<file path="src/rtl/pe_loader_pkg.sv">
// pe_loader_pkg: shared widths and FSM encodings for the PE loader
package pe_loader_pkg;
  localparam int REG_NUM    = 4;
  localparam int INST_WIDTH = 16;
  localparam int DATA_WIDTH = 16;
  localparam logic [2:0] S_IDLE  = 3'd0;
  localparam logic [2:0] S_INST  = 3'd1;
  localparam logic [2:0] S_DATA  = 3'd2;
  localparam logic [2:0] S_BURST = 3'd3;
  localparam logic [2:0] S_RUN   = 3'd4;
  localparam logic [2:0] S_DONE  = 3'd5;
endpackage

</file>
<file path="src/rtl/ld_buffer.sv">
// ld_buffer: DEPTH-deep synchronous FIFO with combinational head read
module ld_buffer #(
  parameter int DEPTH = 8,
  parameter int W = 32,
  localparam int AW = DEPTH > 1 ? $clog2(DEPTH) : 1,
  localparam int CW = $clog2(DEPTH + 1)
)(
  input  logic          clk,
  input  logic          rst_n,
  input  logic          wr,
  input  logic [W-1:0]  wdata,
  input  logic          rd,
  output logic [W-1:0]  rdata,
  output logic [CW-1:0] count,
  output logic          empty,
  output logic          full
);
  logic [W-1:0] mem [DEPTH];
  logic [AW-1:0] wp, rp;
  assign rdata = mem[rp];
  assign empty = count == '0;
  assign full  = count == CW'(DEPTH);
  always_ff @(posedge clk)
    if (wr) mem[wp] <= wdata;
  always_ff @(posedge clk or negedge rst_n)
    if (!rst_n) begin
      wp    <= '0;
      rp    <= '0;
      count <= '0;
    end else begin
      if (wr) wp <= wp == AW'(DEPTH - 1) ? '0 : wp + AW'(1);
      if (rd) rp <= rp == AW'(DEPTH - 1) ? '0 : rp + AW'(1);
      count <= count + CW'(wr) - CW'(rd);
    end
endmodule

</file>
<file path="src/rtl/pe_loader.sv">
// pe_loader: streams instructions and a data burst from a host into a PE, then times its run
module pe_loader import pe_loader_pkg::*; #(
  parameter int BURST = REG_NUM * 2,
  parameter int CNT_W = 16
)(
  input  logic                    clk,
  input  logic                    rst_n,
  input  logic                    start,
  input  logic [7:0]              n_inst,
  input  logic [7:0]              n_iter,
  input  logic [CNT_W-1:0]        iter_len,
  input  logic                    s_valid,
  input  logic [31:0]             s_data,
  output logic                    s_ready,
  output logic                    inst_in_v,
  output logic [INST_WIDTH-1:0]   inst_in,
  output logic                    din_pe_v,
  output logic [DATA_WIDTH*2-1:0] din_pe,
  output logic                    alpha_v,
  output logic                    busy,
  output logic                    done
);
  localparam int RW = CNT_W + 8;
  localparam int BW = $clog2(BURST + 1);
  logic [2:0] state, nxt;
  logic [7:0] n_inst_q, n_iter_q, icnt, icnt_nxt;
  logic [CNT_W-1:0] iter_len_q;
  logic [RW-1:0] total, run_cnt, run_nxt;
  logic [BW-1:0] bcnt, bcnt_nxt, fcount;
  logic xfer, wr, rd, empty, full;
  logic [DATA_WIDTH*2-1:0] rd_data;
  assign total = RW'(n_iter_q) * RW'(iter_len_q);
  assign xfer  = s_valid & s_ready;
  assign wr    = xfer && state == S_DATA && !full;
  // the first burst read overlaps the final write so the PE sees no gap
  assign rd    = nxt == S_BURST && !empty;
  ld_buffer #(.DEPTH(BURST), .W(DATA_WIDTH*2)) u_buf (
    .clk(clk), .rst_n(rst_n), .wr(wr), .wdata(s_data[DATA_WIDTH*2-1:0]),
    .rd(rd), .rdata(rd_data), .count(fcount), .empty(empty), .full(full)
  );
  always_comb begin
    nxt      = state;
    icnt_nxt = icnt;
    bcnt_nxt = bcnt;
    run_nxt  = run_cnt;
    case (state)
      S_IDLE: if (start) begin
        nxt      = n_inst == '0 ? S_DATA : S_INST;
        icnt_nxt = '0;
      end
      S_INST: if (xfer) begin
        icnt_nxt = icnt + 8'd1;
        if (icnt_nxt == n_inst_q) nxt = S_DATA;
      end
      S_DATA: if (wr && fcount == BW'(BURST - 1)) begin
        nxt      = S_BURST;
        bcnt_nxt = BW'(1);
      end
      S_BURST: if (bcnt == BW'(BURST)) begin
        nxt     = total == '0 ? S_DONE : S_RUN;
        run_nxt = '0;
      end else bcnt_nxt = bcnt + BW'(1);
      S_RUN: if (run_cnt == total - RW'(1)) nxt = S_DONE;
             else run_nxt = run_cnt + RW'(1);
      S_DONE:  nxt = S_IDLE;
      default: nxt = S_IDLE;
    endcase
  end
  always_ff @(posedge clk or negedge rst_n)
    if (!rst_n) begin
      state      <= S_IDLE;
      icnt       <= '0;
      bcnt       <= '0;
      run_cnt    <= '0;
      n_inst_q   <= '0;
      n_iter_q   <= '0;
      iter_len_q <= '0;
      s_ready    <= 1'b0;
      inst_in_v  <= 1'b0;
      inst_in    <= '0;
      din_pe_v   <= 1'b0;
      din_pe     <= '0;
      alpha_v    <= 1'b0;
      busy       <= 1'b0;
      done       <= 1'b0;
    end else begin
      state   <= nxt;
      icnt    <= icnt_nxt;
      bcnt    <= bcnt_nxt;
      run_cnt <= run_nxt;
      if (state == S_IDLE && start) begin
        n_inst_q   <= n_inst;
        n_iter_q   <= n_iter;
        iter_len_q <= iter_len;
      end
      s_ready   <= nxt == S_INST || nxt == S_DATA;
      inst_in_v <= state == S_INST && xfer;
      inst_in   <= state == S_INST && xfer ? s_data[INST_WIDTH-1:0] : '0;
      din_pe_v  <= rd;
      din_pe    <= rd ? rd_data : '0;
      alpha_v   <= nxt == S_RUN && run_nxt >= total - RW'(iter_len_q);
      busy      <= nxt != S_IDLE;
      done      <= nxt == S_DONE;
    end
endmodule

</file>
<file path="config.mk">
export PLATFORM = sky130hd
export DESIGN_NAME = pe_loader
export DESIGN_NICKNAME = d
export VERILOG_FILES = /design/src/rtl/pe_loader_pkg.sv /design/src/rtl/ld_buffer.sv /design/src/rtl/pe_loader.sv
export SDC_FILE = /design/constraint.sdc
export NUM_CORES = 1
export LEC_CHECK = 0
export CORE_ASPECT_RATIO = 1.75
export CORE_UTILIZATION = 35
export CTS_BUF_LIST = sky130_fd_sc_hd__clkbuf_16
export DETAILED_ROUTE_END_ITERATION = 8
export GPL_ROUTABILITY_DRIVEN = 0
export SYNTH_ARGS = -nofsm -noshare
export SYNTH_HDL_FRONTEND = slang
export SYNTH_SLANG_ARGS = --single-unit
</file>
<file path="constraint.sdc">
create_clock -name clk -period 8.3 [get_ports clk]
set_input_delay 1.66 -clock clk [delete_from_list [all_inputs] [get_ports clk]]
set_output_delay 1.66 -clock clk [all_outputs]
set_load 0.05 [all_outputs]
</file>
; ---- Word-level counts from Yosys, hierarchy flattened
; Memory sizes are Yosys's and may differ from the RTL's.
; Index checks and enable logic that the tools add are counted.
[word_totals]
ram_bits = 256
regBits = 135
in_bits = 68
memories = 1
output_inout_bits = 54
[mem_list]
columns = memory, depth, width, rd, rd_ports_with_merged_regs, write_ports, line_no
row1 = u_buf.mem, 8, 32, 1, 0, 1, ld_buffer.sv:18  ; logic [W-1:0] mem [DEPTH];
[classes]
bitwise = 1
addsub = 9
n_eq_ne = 20
order_cmp = 1
reduce_logical = 19
mux = 24
mul = 1
[op_table]
columns = op, n
row1 = 24-bit two-way mux, 2
row2 = 24-bit one-hot mux with 2 select lines, 1
row3 = 32-bit two-way mux, 1
row4 = "24-bit by 1-bit adder with 24-bit output, second input constant", 1
row5 = 24-bit == test, 1
row6 = 24-bit greater-or-equal comparator, 1
row7 = 24-bit logical NOT, 1
row8 = 8-bit by 16-bit multiplier with 24-bit output, 1
row9 = 3-bit two-way mux, 8
row10 = "24-bit by 1-bit subtractor with 24-bit output, second input constant", 1
row11 = 24-bit by 16-bit subtractor with 24-bit output, 1
row12 = 16-bit two-way mux, 1
row13 = 8-bit two-way mux, 2
row14 = 8-bit one-hot mux with 2 select lines, 1
row15 = "3-bit == test, second input constant", 5
row16 = 3-bit one-hot mux with 5 select lines, 1
row17 = "3-bit by 2-bit == test with 1-bit output, second input constant", 4
row18 = "8-bit by 1-bit adder with 8-bit output, second input constant", 1
row19 = "4-bit == test, second input constant", 2
row20 = 8-bit == test, 1
row21 = 8-bit logical NOT, 1
row22 = 4-bit two-way mux, 2
row23 = 4-bit one-hot mux with 2 select lines, 1
row24 = 1-bit logical AND, 7
row25 = 18 further kinds, 27

; ---- Depth between registers and ports, before layout
[logic_depth]
depth_word = 9
ltp_mapped = 42
mapped_depth_nobuf = 38

; ---- Cells and area by module
; Synthesis repeated with hierarchy kept, for this count alone.
[hier_totals]
cells_unflattened = 1850
area_unflattened_um2 = 22262.6
[modules_own_cells]
columns = module, cells_per_inst, n_inst, seq_area_each_um2, area_per_inst_um2
row1 = pe_loader, 1353, 1, 3128.0, 12032.8
row2 = ld_buffer, 497, 1, 7937.6, 10229.8

; ---- Worst setup path after synthesis
; No wires, ideal clock.
[synth_timing]
path_type = reg2reg
startpoint = reg n_iter_q[2]
endpoint = reg alpha_v
setup_ns = 0.137
required_ns = 8.163
path_stages_with_launch = 40
t_arrival_ns = 8.360
period_less_slack_ns = 8.497
path_buffers = 5
setup_slack_ns = -0.197
path_cell_list = dfrtp_1 clkbuf_1 clkbuf_1 nand2_1 fa_1 fa_1 fa_1 fa_1 inv_1 ha_1 clkbuf_1 a21o_1 or2_1 a211o_1 and3_1 or2_1 buf_2 xnor2_1 (+4 left out) buf_4 nand2_1 nand2_1 a21oi_1 ha_1 nand2b_1 a21o_1 a21o_1 a21o_1 a21o_1 a21o_1 a211oi_1 or4_1 a31oi_1 o21ai_0 a21oi_1 a2111oi_0 nor3b_1
[synth_between]
elab_chain_cells = 7
[synth_rtl]
columns = element, line_no
row1 = "start, declared", pe_loader.sv:26  ; logic [7:0] n_inst_q, n_iter_q, icnt, icnt_nxt;
row2 = "start signal, assigned", pe_loader.sv:93  ; n_iter_q <= n_iter;
row3 = 8-bit by 16-bit multiplier with 24-bit output (*), pe_loader.sv:32  ; assign total = RW'(n_iter_q) * RW'(iter_len_q);
row4 = 24-bit by 1-bit subtractor with 24-bit output or 24-bit logical NOT (tied branches), "pe_loader.sv:63, pe_loader.sv:60"
row5 = 24-bit == test or 1-bit two-way mux (tied branches), "pe_loader.sv:63, pe_loader.sv:60"
row6 = "24-bit two-way mux, or another cell as far along", pe_loader.sv:63  ; S_RUN: if (run_cnt == total - RW'(1)) nxt = S_DONE;
row7 = 24-bit one-hot mux with 2 select lines or 3-bit one-hot mux with 5 select lines (tied branches), pe_loader.sv:46  ; case (state)
row8 = 24-bit greater-or-equal comparator or 3-bit == test (tied branches), pe_loader.sv:101  ; alpha_v <= nxt == S_RUN && run_nxt >= total - RW'(iter_len_q);
row9 = 1-bit logical AND (*), pe_loader.sv:101
row10 = "end signal, assigned", pe_loader.sv:101
row11 = "end, declared", pe_loader.sv:19  ; output logic alpha_v,
; Mark *: on every way between the ends. The rest lies on a longest branch, timed or not.
; A chain may end at the register's enable or synchronous reset.

; ---- Worst setup path after layout
[layout_timing]
startpoint = reg n_iter_q[2]
endpoint = reg alpha_v
[layout_between]
elab_chain_cells = 7
[layout_rtl]
columns = element, line_no
row1 = 8-bit by 16-bit multiplier with 24-bit output, pe_loader.sv:32
row2 = 24-bit by 1-bit subtractor with 24-bit output, pe_loader.sv:63
row3 = 24-bit == test, pe_loader.sv:63
row4 = 24-bit two-way mux, pe_loader.sv:63
row5 = 24-bit one-hot mux with 2 select lines, pe_loader.sv:46
row6 = named net run_nxt[13], pe_loader.sv:28  ; logic [RW-1:0] total, run_cnt, run_nxt;
row7 = 24-bit greater-or-equal comparator, pe_loader.sv:101
row8 = 1-bit logical AND, pe_loader.sv:101
; The timed path passes the listed nets, and every way through them passes these cells.

==> results.json <==
{
  "syn2layout_area_growth_pct": 23.1,
  "clkTransAtPathRegs_ns": 0.07,
  "layout_common_cells": "edfxtp_1, nand2_1, buf_4",
  "viasPerCell": 5.18,
  "die_w_um": 192,
  "finalSetupViolCount": 1,
  "clock-root-buffer": "clkbuf_16",
  "slew_headroom_pct": 31.2,
  "fin_crit_ns": 8.86,
  "grt_max_degree": 67,
  "met1_usage_pct": 19.4,
  "grt_setup_unrepaired": "true",
  "synthFlopType": "edfxtp_1",
  "layout_commonest_cell": "edfxtp_1",
  "dp.final_hpwl_mm": 41.3,
  "track_usage_pct": 18.7,
  "routed_wl_mm": 57.8,
  "ys_seq_area_share_pct": 50.2,
  "max_freq_ghz": 0.113,
  "fin_crit_sh_pct": 107,
  "io_buffers": 121,
  "grt_pass1_wl_mm": 91.6,
  "grt.met2_usage_pct": 35.5,
  "antenna_cells": 0,
  "synthArstFlopShare_pct": 34.5,
  "tightest_slew_ns": 1.03,
  "rows": 121,
  "ant_nets": 0,
  "ctsLongestPathBuffers": 3,
  "synth_edf_count": 256,
  "cp-end-kind": "flop",
  "synth_seq_cells": 391,
  "antenna_found_initial": 3,
  "r2r_start": "n_iter_q[2]",
  "status": "complete, but fails checks",
  "crit_fanout": 12,
  "drt_iter0_drc": 635,
  "ff2ff_path_depth": 34,
  "drv_cap": 0,
  "cts_made_buffers": 40,
  "slew_violations": 0,
  "rrSetupSlack_ns": -0.56,
  "die-area_um2": 64000,
  "final.fill_count": 5694,
  "place_worst_setup_slack_ns": -0.832,
  "hold_path_depth": 2,
  "yosysUniqueCellTypes": 95,
  "start_util_pct": 35.4,
  "cp.arrival_ns": 9.33,
  "synth_area_per_cell_um2": 12.4,
  "cts_max_level": 2,
  "die_y_um": 334,
  "grt.busiest_layer": "met2",
  "syn-cell-area_um2": 22000,
  "grt_overflow": 0,
  "cp-start-kind": "flop",
  "crit_slowest_cell": "fa_1",
  "core_um2": 62200,
  "holdPathEnd": "n_inst_q[1]",
  "min_from": "n_inst_q[1]",
  "violations": "negative setup slack",
  "critPathMostFrequentCell": "buf_4",
  "clock_latency_ns": 0.59,
  "cts_tree": "yes",
  "grt_pass1_vias": 16600,
  "drive_gt1_share_pct": 20.2,
  "fin_nets": 2334,
  "vias": 15100,
  "ioPinCount": 122,
  "critPathKind": "flop to flop",
  "dr.pass1.iters": 5,
  "hold_viol_final": 0,
  "synth_nets": 2036,
  "worstHoldPathType": "flop to flop",
  "worstPathRequired_ns": 8.76,
  "avgRoutedWirePerCell_um": 19.9,
  "setup_slack_ns": -0.565,
  "yosysWarnings": 0,
  "clock_skew_ns": 0.0530,
  "rr_endpoint": "alpha_v",
  "syn_inst": 1782,
  "cp_slowest_stage_delay_ns": 0.58,
  "drc": 0,
  "clock_sinks": 391,
  "met3_usage_pct": 3.40,
  "tns_ns": -0.565
}
==> worst max-delay path: cells and delay by family (launching register included) <==
kind,cells,cell delay [ns]
adders and majority gates,6,2.69
buffers and inverters,7,1.00
xor gates and xnor gates,1,0.19
AOI/OAI and AO/OA,13,2.71
DFF,1,0.42
and+or+nand+nor,7,1.68
==> worst max path at each step <==
stage / to / slack, ns / start / cells after the start
6_report: alpha_v / -0.56 / n_iter_q[2] / 34
5_1_grt: alpha_v / -0.90 / n_iter_q[2] / 38
4_1_cts: alpha_v / -0.60 / n_iter_q[7] / 43
3_5_place_dp: alpha_v / -0.83 / n_iter_q[2] / 41
3_3_place_gp: alpha_v / -0.73 / n_iter_q[5] / 35
2_1_floorplan: alpha_v / 0.08 / n_iter_q[2] / 39
==> cell families after synthesis <==
group | count (synthesis) | share of synthesized area, %
simple gates | 549 | 12.1
fa+ha+maj | 186 | 13.5
flops | 391 | 50.2
compound gates | 255 | 8.29
buf+inv | 219 | 3.85
xor+xnor | 73 | 3.41
mux | 109 | 8.62
==> flip-flops by register name (all words and copies together) (netlist names) <==
name         count
u_buf.rp         3
u_buf.wp         3
u_buf.count      4
inst_in_v        1
s_ready          1
din_pe          32
busy             1
iter_len_q      16
state            3
done             1
n_inst_q         8
din_pe_v         1
u_buf.mem      256
n_iter_q         8
alpha_v          1
icnt             8
inst_in         16
run_cnt         24
bcnt             4
==> per-layer routing <==
metal	up-vias	wire length, µm
met5	-	22
met4	4	2590
met3	154	2660
met2	400	31600
met1	7558	20900
li1	6970	-
==> synth_stat cells, types with 12 or more instances <==
cell type / n / share of area (%)
a21o_1: 22 / 0.75
a21oi_1: 50 / 1.1
and2_1: 77 / 2.2
and3_1: 24 / 0.68
clkbuf_1: 60 / 1.0
dfrtp_1: 135 / 15
edfxtp_1: 256 / 35
fa_1: 86 / 7.8
ha_1: 100 / 5.7
inv_1: 138 / 2.4
mux2i_1: 40 / 1.8
mux4_2: 64 / 6.5
nand2_1: 229 / 3.9
nand3_1: 38 / 0.86
nand4_1: 12 / 0.34
nor2_1: 80 / 1.4
nor3_1: 17 / 0.39
o21ai_0: 59 / 1.3
xnor2_1: 40 / 1.6
xor2_1: 24 / 0.95
==> per-stage QoR <==
step | utilization [%] | instance area, µm² | hold WS (ns) | std cells
3_3_place_gp | 41.1 | 25600 | 0.490 | 2834
2_1_floorplan | - | 22000 | 0.465 | 1782
6_report | 43.6 | 27100 | 0.502 | 2911
4_1_cts | 43.5 | 27100 | 0.506 | 2910
3_5_place_dp | 41.1 | 25600 | 0.492 | 2834
5_1_grt | 43.6 | 27100 | 0.524 | 2911
==> what timing repair did <==
action                                  4_1_cts  5_1_grt
gates resized for setup                      39        8
hold buffers                                  0        0
setup buffers                                 2        1
pin swaps                                     6        3
endpoints found under the setup margin        1        1
==> final cells by class <==
type	instances	area, µm²	area share [%]
clock buffers	40	1000	3.69
clock inverters	34	334	1.23
inverters	139	522	1.92
multi-input cells	1172	10300	38.2
flip-flops and latches	391	11100	40.9
well taps	799	1000	3.69
repair buffers	336	2830	10.4
Power is left out: the tool's default activity adds up to more than one toggle a clock period on the data nets, which glitch-free logic cannot reach.
